## config.mk

```make
export PLATFORM = sky130hd
export DESIGN_NAME = flipper_object_flat
export DESIGN_NICKNAME = d
export VERILOG_FILES = /design/src/rtl/flipper_object_if.sv /design/src/rtl/flipper_object.sv /design/src/flat_wrapper.sv
export SDC_FILE = /design/constraint.sdc
export NUM_CORES = 1
export LEC_CHECK = 0
export CAP_MARGIN = 10
export CELL_PAD_IN_SITES_DETAIL_PLACEMENT = 1
export CELL_PAD_IN_SITES_GLOBAL_PLACEMENT = 1
export CORE_MARGIN = 2
export CORE_UTILIZATION = 36
export CTS_CLUSTER_DIAMETER = 60
export DETAILED_ROUTE_END_ITERATION = 12
export PLACE_DENSITY_LB_ADDON = 0.1
export SLEW_MARGIN = 0
export SYNTH_ARGS = -nofsm -noshare
export SYNTH_HDL_FRONTEND = slang
export SYNTH_SLANG_ARGS = --single-unit
```

## constraint.sdc

```tcl
create_clock -name clk -period 2.9 [get_ports clk]
set_input_delay 0.58 -clock clk [delete_from_list [all_inputs] [get_ports clk]]
set_output_delay 0.58 -clock clk [all_outputs]
set_load 0.005 [all_outputs]
```

## src/rtl/flipper_object_if.sv

```systemverilog
// flipper_object_if: frame/pixel/key inputs and draw outputs of the flipper stage
// master drives strobe, pixel position and keys; slave (the flipper) returns
// draw request, colour, horizontal position and kick status.
interface flipper_object_if;
  logic        startOfFrame;
  logic [10:0] pixelX;
  logic [10:0] pixelY;
  logic        key_left;
  logic        key_right;
  logic        key_kick;
  logic        draw_flipper;
  logic [7:0]  RGB_flipper;
  logic [10:0] flipper_x;
  logic        kick_active;
  modport master (
    output startOfFrame, pixelX, pixelY, key_left, key_right, key_kick,
    input  draw_flipper, RGB_flipper, flipper_x, kick_active
  );
  modport slave (
    input  startOfFrame, pixelX, pixelY, key_left, key_right, key_kick,
    output draw_flipper, RGB_flipper, flipper_x, kick_active
  );
endinterface

```

## src/rtl/flipper_object.sv

```systemverilog
// flipper_object: flipper position, per-frame kick FSM and registered draw request/colour
// clk/resetN: pixel clock, synchronous active-low reset
// bus.slave : startOfFrame, pixelX/Y, key_left/right/kick in; draw_flipper, RGB_flipper,
//             flipper_x, kick_active out
module flipper_object #(
  parameter int          FLIPPER_WIDTH  = 64,
  parameter int          FLIPPER_HEIGHT = 8,
  parameter int          TOP_Y          = 440,
  parameter int          INIT_X         = 288,
  parameter int          SCREEN_WIDTH   = 640,
  parameter int          STEP           = 4,
  parameter int          KICK_RISE      = 12,
  parameter int          LIFT_STEP      = 3,
  parameter logic [7:0]  FLIPPER_COLOR  = 8'hE0,
  parameter logic [7:0]  KICK_COLOR     = 8'hFC
) (
  input logic             clk,
  input logic             resetN,
  flipper_object_if.slave bus
);
  typedef enum logic [1:0] {IDLE = 2'd0, RISING = 2'd1, FALLING = 2'd2} state_t;
  localparam logic [10:0] X_MAX   = 11'(SCREEN_WIDTH - FLIPPER_WIDTH);
  localparam logic [10:0] STEP_W  = 11'(STEP);
  localparam logic [10:0] INIT_W  = 11'(INIT_X);
  localparam logic [10:0] LIFT_W  = 11'(LIFT_STEP);
  localparam logic [10:0] TOP_LFT = 11'(KICK_RISE - LIFT_STEP);
  state_t      state_q, state_d;
  logic [10:0] x_q, x_d, lift_q, lift_d;
  logic        pend_q, pend_d, kick_q, active_q, draw_q;
  logic [7:0]  rgb_q;
  logic        kick_edge, kick_req, move_l, move_r, hit;
  logic [11:0] px, py, x12, top12, x_inc;
  assign kick_edge = bus.key_kick & ~kick_q;
  assign kick_req  = pend_q | kick_edge;
  assign move_l    = bus.startOfFrame & bus.key_left & ~bus.key_right;
  assign move_r    = bus.startOfFrame & bus.key_right & ~bus.key_left;
  assign x_inc     = {1'b0, x_q} + 12'(STEP);
  assign x_d = move_l ? ((x_q < STEP_W) ? 11'd0 : x_q - STEP_W) :
               move_r ? ((x_inc > {1'b0, X_MAX}) ? X_MAX : x_inc[10:0]) : x_q;
  always_comb begin
    state_d = state_q;
    lift_d  = lift_q;
    pend_d  = pend_q | (state_q == IDLE && kick_edge);
    if (bus.startOfFrame)
      case (state_q)
        IDLE: if (kick_req) begin
          state_d = RISING;
          lift_d  = LIFT_W;
          pend_d  = 1'b0;
        end
        RISING: begin
          lift_d  = lift_q + LIFT_W;
          state_d = (lift_q == TOP_LFT) ? FALLING : RISING;
        end
        FALLING: begin
          lift_d  = lift_q - LIFT_W;
          state_d = (lift_q == LIFT_W) ? IDLE : FALLING;
        end
        default: begin
          state_d = IDLE;
          lift_d  = '0;
        end
      endcase
  end
  // 12-bit compares so the window edges never wrap
  assign px    = {1'b0, bus.pixelX};
  assign py    = {1'b0, bus.pixelY};
  assign x12   = {1'b0, x_q};
  assign top12 = 12'(TOP_Y) - {1'b0, lift_q};
  assign hit   = (px >= x12) && (px < x12 + 12'(FLIPPER_WIDTH)) &&
                 (py >= top12) && (py < top12 + 12'(FLIPPER_HEIGHT));
  always_ff @(posedge clk) begin
    if (!resetN) begin
      state_q  <= IDLE;
      lift_q   <= '0;
      x_q      <= INIT_W;
      pend_q   <= 1'b0;
      kick_q   <= 1'b0;
      active_q <= 1'b0;
      draw_q   <= 1'b0;
      rgb_q    <= 8'h00;
    end else begin
      state_q  <= state_d;
      lift_q   <= lift_d;
      x_q      <= x_d;
      pend_q   <= pend_d;
      kick_q   <= bus.key_kick;
      active_q <= (state_d != IDLE);
      draw_q   <= hit;
      rgb_q    <= hit ? ((state_q == IDLE) ? FLIPPER_COLOR : KICK_COLOR) : 8'h00;
    end
  end
  assign bus.draw_flipper = draw_q;
  assign bus.RGB_flipper  = rgb_q;
  assign bus.flipper_x    = x_q;
  assign bus.kick_active  = active_q;
endmodule

```

## src/flat_wrapper.sv

```systemverilog
// flat-port wrapper written by rule: the top's interface ports become plain ports
module flipper_object_flat 
#(
  parameter int          FLIPPER_WIDTH  = 64,
  parameter int          FLIPPER_HEIGHT = 8,
  parameter int          TOP_Y          = 440,
  parameter int          INIT_X         = 288,
  parameter int          SCREEN_WIDTH   = 640,
  parameter int          STEP           = 4,
  parameter int          KICK_RISE      = 12,
  parameter int          LIFT_STEP      = 3,
  parameter logic [7:0]  FLIPPER_COLOR  = 8'hE0,
  parameter logic [7:0]  KICK_COLOR     = 8'hFC
)
  (clk, resetN, bus_startOfFrame, bus_pixelX, bus_pixelY, bus_key_left, bus_key_right, bus_key_kick, bus_draw_flipper, bus_RGB_flipper, bus_flipper_x, bus_kick_active);
  flipper_object_if bus_i ();
  input logic clk;
  input logic resetN;
  input wire logic [$bits(bus_i.startOfFrame)-1:0] bus_startOfFrame;
  input wire logic [$bits(bus_i.pixelX)-1:0] bus_pixelX;
  input wire logic [$bits(bus_i.pixelY)-1:0] bus_pixelY;
  input wire logic [$bits(bus_i.key_left)-1:0] bus_key_left;
  input wire logic [$bits(bus_i.key_right)-1:0] bus_key_right;
  input wire logic [$bits(bus_i.key_kick)-1:0] bus_key_kick;
  output wire logic [$bits(bus_i.draw_flipper)-1:0] bus_draw_flipper;
  output wire logic [$bits(bus_i.RGB_flipper)-1:0] bus_RGB_flipper;
  output wire logic [$bits(bus_i.flipper_x)-1:0] bus_flipper_x;
  output wire logic [$bits(bus_i.kick_active)-1:0] bus_kick_active;
  assign bus_i.startOfFrame = bus_startOfFrame;
  assign bus_i.pixelX = bus_pixelX;
  assign bus_i.pixelY = bus_pixelY;
  assign bus_i.key_left = bus_key_left;
  assign bus_i.key_right = bus_key_right;
  assign bus_i.key_kick = bus_key_kick;
  assign bus_draw_flipper = bus_i.draw_flipper;
  assign bus_RGB_flipper = bus_i.RGB_flipper;
  assign bus_flipper_x = bus_i.flipper_x;
  assign bus_kick_active = bus_i.kick_active;
  flipper_object #(.FLIPPER_WIDTH(FLIPPER_WIDTH), .FLIPPER_HEIGHT(FLIPPER_HEIGHT), .TOP_Y(TOP_Y), .INIT_X(INIT_X), .SCREEN_WIDTH(SCREEN_WIDTH), .STEP(STEP), .KICK_RISE(KICK_RISE), .LIFT_STEP(LIFT_STEP), .FLIPPER_COLOR(FLIPPER_COLOR), .KICK_COLOR(KICK_COLOR)) u_core (.clk(clk), .resetN(resetN), .bus(bus_i));
endmodule
```

======== Word level (Yosys, flattened, before mapping) ========
Cells that the tools add are included.
operators by class
  add/subtract/negate cells ............... 7
  multiply operators ...................... 0
  div/mod/pow operators ................... 0
  $lt $le $gt $ge ......................... 6
  equality and inequality tests ........... 5
  shifts and indexed selects .............. 0
  muxes and demuxes ....................... 15
  bitwise logic cells ..................... 10
  reduce and logical (&&, ||, !) cells .... 9
operators with widths
  cell                                                         count
  two-way mux 11 bit                                           5
  case mux 11 bit (3 select lines)                             1
  less-than comparator 11 x 12 -> 1 bit                        2
  adder 11 x 3 -> 12 bit, second input constant                1
  adder 11 x 7 -> 12 bit, second input constant                1
  adder 12 x 4 -> 12 bit, second input constant                1
  >= comparator 11 x 12 -> 1 bit                               1
  > comparator 12 x 10 -> 1 bit, second input constant         1
  subtractor 9 x 11 -> 12 bit, first input constant            1
  adder 11 x 2 -> 11 bit, second input constant                1
  equality test 11 x 2 -> 1 bit, second input constant         1
  equality test 11 x 4 -> 1 bit, second input constant         1
  >= comparator 11 bit                                         1
  less-than comparator 11 x 3 -> 1 bit, second input constant  1
  subtractor 11 x 2 -> 11 bit, second input constant           1
  subtractor 11 x 3 -> 11 bit, second input constant           1
  two-way mux 2 bit                                            4
  case mux 2 bit (3 select lines)                              1
  AND 1 bit                                                    5
  two-way mux 5 bit                                            1
  logical AND 1 bit                                            4
  AND reduction 2 bit                                          2
  nonzero test 2 bit                                           2
  two-way mux 1 bit                                            3
  other kinds (6)                                              9
storage, ports and cells
  flip-flop bits (word level) ............. 36
  bits in latches ......................... 0
  RAM bits ................................ 0
  memory bits (read-only) ................. 0
  bits of input ports ..................... 28
  output and inout bits ................... 21
  word-level logic and storage cells ...... 60
  memories ................................ 0

======== Depth between registers and ports, before layout ========
  depth in word-level cells ............... 7
  depth in mapped cells ................... 15
  depth with buffers taken out ............ 15

======== Least setup slack after synthesis ========
OpenSTA, ideal clock, no wires.
  path kind ............................... register to register
  start ................................... register u_core.lift_q[0]
  end ..................................... register u_core.rgb_q[4] (netlist: u_core.bus.RGB_flipper[4])
  setup time .............................. 88 ps
  arrival time ............................ 2967 ps
  data required time ...................... 2812 ps
  path slack .............................. -155 ps
  cell stages (with the launch flop) ...... 15
  path buffers ............................ 0
  clock period less this slack ............ 3055 ps
  path through ............................ dfxtp_1 > inv_1 > ha_1 > nor2b_1 > nor2b_1 > xor2_1 > inv_1 > ha_1 > xor2_1 > ha_1 > a211oi_1 > a221o_1 > a31oi_1 > o22a_1 > nor4_2
between the ends
  cells in the longest elaborated chain, start to end .. 5
  elaborated cells on any way between the ends .. 7
  classes of those cells .................. add/sub (2); order compare (2); reduce/logical (3)
RTL lines
  what                                                                               RTL line                                    source
  start: declaration                                                                 flipper_object.sv:28                        logic [10:0] x_q, x_d, lift_q, lift_d;
  start signal: assignment                                                           flipper_object.sv:84                        lift_q <= lift_d;
  subtractor 9 x 11 -> 12 bit (*)                                                    flipper_object.sv:69                        assign top12 = 12'(TOP_Y) - {1'b0, lift_q};
  adder 12 x 4 -> 12 bit / >= comparator 11 x 12 -> 1 bit (equally long branches)    flipper_object.sv:71                        (py >= top12) && (py < top12 + 12'(FLIPPER_HEIGHT));
  less-than comparator 11 x 12 -> 1 bit / logical AND 1 bit (equally long branches)  flipper_object.sv:71, flipper_object.sv:70
  logical AND 1 bit (*)                                                              flipper_object.sv:71
  AND reduction 2 bit (no source line) (*)                                           --
  end signal: assignment                                                             flipper_object.sv:90                        rgb_q <= hit ? ((state_q == IDLE) ? FLIPPER_COLOR : KICK_COLOR) : 8'h00;
  end: declaration                                                                   flipper_object.sv:30                        logic [7:0] rgb_q;
Mark *: on every way between the ends. The rest lies on a longest branch, timed or not.
A chain may end at the register's enable or synchronous reset.

======== Final worst setup path ========
  start ................................... register u_core.lift_q[0]
  end ..................................... register u_core.rgb_q[6] (netlist: u_core.bus.RGB_flipper[6])
Same word-level chain as after synthesis.

==> metrics.cfg <==
[critical_path]
cp.required_ps = 3080
path_max_fanout = 7
cp_common_cell = buf_4
startpoint = u_core.lift_q[0]
cp_cell_sequence = buf_6, buf_4, nor4_4, nor2_2, inv_2, ha_2, buf_4, nand2_2, xnor2_2, ha_1, nand2_1, a221o_1, a31oi_1, o22a_1, buf_4, nor3_1
r2r-start = u_core.lift_q[0]
critical-path-slowest-cell = dfxtp_4
criticalPathCategory = register to register
start_kind = register
endpoint_kind = register
critPathMaxStageDelay_ps = 360
ff2ff_setup_slack_ps = 30
cp.arrival_ps = 3040

[timing]
hold_viol_final = 0
max-slew-margin-rel_pct = 51.08
fin_crit_ps = 2865
worst_slew_pin_slew_ps = 731.1
rsz0062_at_grt = true
final-setup-viol-count = 0
fmax_mhz = 349.0
setup_tns_ps = 0
fin_crit_sh_pct = 98.81
drv_slew = 0
skew_ps = 2.477

[clock_network]
cts.sinks = 28
cts-hold-fix-buffers = 0
cts_buffers = 3
clock-root-buffer = clkbuf_8
cts_buffer_depth = 2
cts_tree = built
clkSlewWorstSetupHoldPaths_ps = 110
htree_levels = 1
clk-insertion-delay-late_ps = 290

[synth]
async_flop_share_pct = 0
synth_flop_cell = dfxtp_1
synth_top_area_cell = dfxtp_1
synthCells = 410
syn_area_sq_um = 3143
synthTopCellsByArea = dfxtp_1, ha_1, xnor2_1
synth_cell_types = 63
synth_common_cells = ha_1, nand2_1, a21oi_1
synth_top_area_share_pct = 17.83
ys_seq_elements = 28
seq_area_frac_synth_pct = 17.83
yosysMostFrequentCell = ha_1
synth-edff-count = 0
yosys_warnings = 0
avgSynthCellArea_sq_um = 7.666

[global_route]
antenna_found_initial = 0
grt_pass1_wl_um = 15050
grtUsageTotal_pct = 18.94
grt_pass1_vias = 3151
grt-ovfl-total = 0
grt_max_degree = 17

[floorplan]
dieArea_sq_um = 9494
ios = 49
die_w_um = 97.44
die_h_um = 97.44
core_region_area_sq_um = 8593
start_util_pct = 36.58
rows = 34

[route]
drtAntennaViolNets = 0
drc = 0
vias_per_cell = 5.545
drt-initial-drc-count = 160
routed_wl_um = 9024
first_pass_iters = 4
vias = 3133
wl_per_cell_um = 15.97

[power_and_ir_drop]
report.power.total_uw = 1154
ir_worst_vdd_v = 0.0002404
cellPowerDensity_nw_per_um2 = 294.4
p_leak_uw = 0.001543

[cells_and_area]
drive_above_1_share_pct = 13.79
num_antenna_cells = 0
fin_nets = 528
fin_util_pct = 45.63
area_delta_synth_final_pct = 24.76
nFillCells = 1065

[placement]
dpl.hpwl_um = 7047
portBuffers = 42
routabilityCongestion = 0.8026

[run]
max_cap_viol_count = 0

[hold_path]
hold_start = u_core.pend_q
hp-class = register to register

[status]
outcome = completed

==> metal layers <==
layer / vias to the layer above / GRT usage, % / wire length, um
li1: 1575 / - / -
met1: 1491 / 27.55 / 4552
met2: 62 / 31.25 / 4119
met3: 5 / 1.799 / 297
met4: 0 / 2.564 / 55
met5: - / 0 / 0
==> cells in the final DEF (no fill, tap or decap), types with 3 or more instances in the layout <==
cell,netlist,routed
nor2b_1,10,8
o31ai_1,4,4
xor2_1,6,5
inv_1,27,25
nand3_1,11,11
or3_1,4,4
nor3_1,12,11
o211ai_1,3,3
a21oi_1,30,30
o21ai_0,20,18
xnor2_1,19,16
a31oi_1,4,4
and2_1,5,5
xnor2_2,1,3
o32ai_1,3,3
dfxtp_1,28,25
nand3b_1,3,3
a211o_1,3,3
clkdlybuf4s50_1,0,42
a211oi_1,6,4
ha_1,42,40
o21ai_1,4,6
clkbuf_8,0,3
conb_1,1,4
a21o_1,5,5
buf_4,9,24
and3_1,7,7
nor4_1,5,4
o22ai_1,6,6
o2111ai_1,3,3
nand4_1,5,5
o221ai_1,3,3
nand2b_1,3,3
nor2_1,29,27
nand2_1,32,30
a22oi_1,3,3
o21a_1,4,4
==> layout make-up <==
cell class | count | area [sq um] | area share [%]
clock buffer | 4 | 66.31 | 1.691
inverter | 28 | 105.1 | 2.680
multi-input combinational | 329 | 2425 | 61.84
sequential | 28 | 566.8 | 14.45
tap | 108 | 135.1 | 3.446
timing repair buffer | 68 | 623.1 | 15.89
==> where the power goes <==
| group | internal (uW) | leakage [uW] | total (uW) | switching (uW) |
|---|---|---|---|---|
| clock network | 151 | 0.0000339 | 293 | 142 |
| registers | 402 | 0.000229 | 430 | 28.3 |
| logic | 210 | 0.00128 | 432 | 221 |
| total | 763 | 0.00154 | 1150 | 392 |
==> logic make-up (layout without fill, tap and decap cells) <==
family                   Yosys count  in the layout  share of synthesized area (%)
AO/OA/AOI/OAI                    119            119                          26.24
XOR/XNOR                          26             26                          7.484
adder cells (fa/ha/maj)           42             42                          16.72
buffers and inverters             56            100                          8.598
flip-flops                        28             28                          17.83
other                              1              4                         0.1193
AND/OR/NAND/NOR                  138            138                          23.01
==> stage by stage <==
stage	setup WS [ps]	std cells	cell area [sq um]	hold slack [ps]
after floorplan	14.87	413	3162	489.4
after global placement	21.88	555	3702	505.6
after detailed placement	-60.38	555	3702	530.9
after CTS	18.21	561	3819	543.2
after global routing	-136.0	565	3921	579.6
final	34.54	565	3921	528.9
==> worst max-delay path, delay by kind of cell, from the launching register on <==
kind                       cells  cell delay (ps)
adders and majority gates      2              490
DFF                            1              360
AOI/OAI and AO/OA              3              640
and+or+nand+nor                5              530
xor gates and xnor gates       1              130
buffers and inverters          5              600
==> state kept, by name, summed over array words and instances (netlist names) <==
register / flops
u_core.pend_q: 1
u_core.bus.flipper_x: 9
u_core.lift_q: 11
u_core.bus.kick_active: 1
u_core.bus.draw_flipper: 1
u_core.bus.RGB_flipper: 2
u_core.kick_q: 1
u_core.state_q: 2
==> path summary, 6_finish.rpt <==
path / cells past startpoint / to
worst max-delay path: 16 / u_core.bus.RGB_flipper[6]
worst min-delay path: 2 / u_core.pend_q
worst max register to register: 16 / u_core.bus.RGB_flipper[6]
worst min register to register: 2 / u_core.pend_q
==> what timing repair did <==
action / 4_1_cts / 5_1_grt
pin swaps: 6 / 17
buffers inserted: 2 / 4
gates resized for setup: 8 / 18
setup endpoints to repair: 3 / 3
No activity file was read; power rests on OpenSTA's default activity.
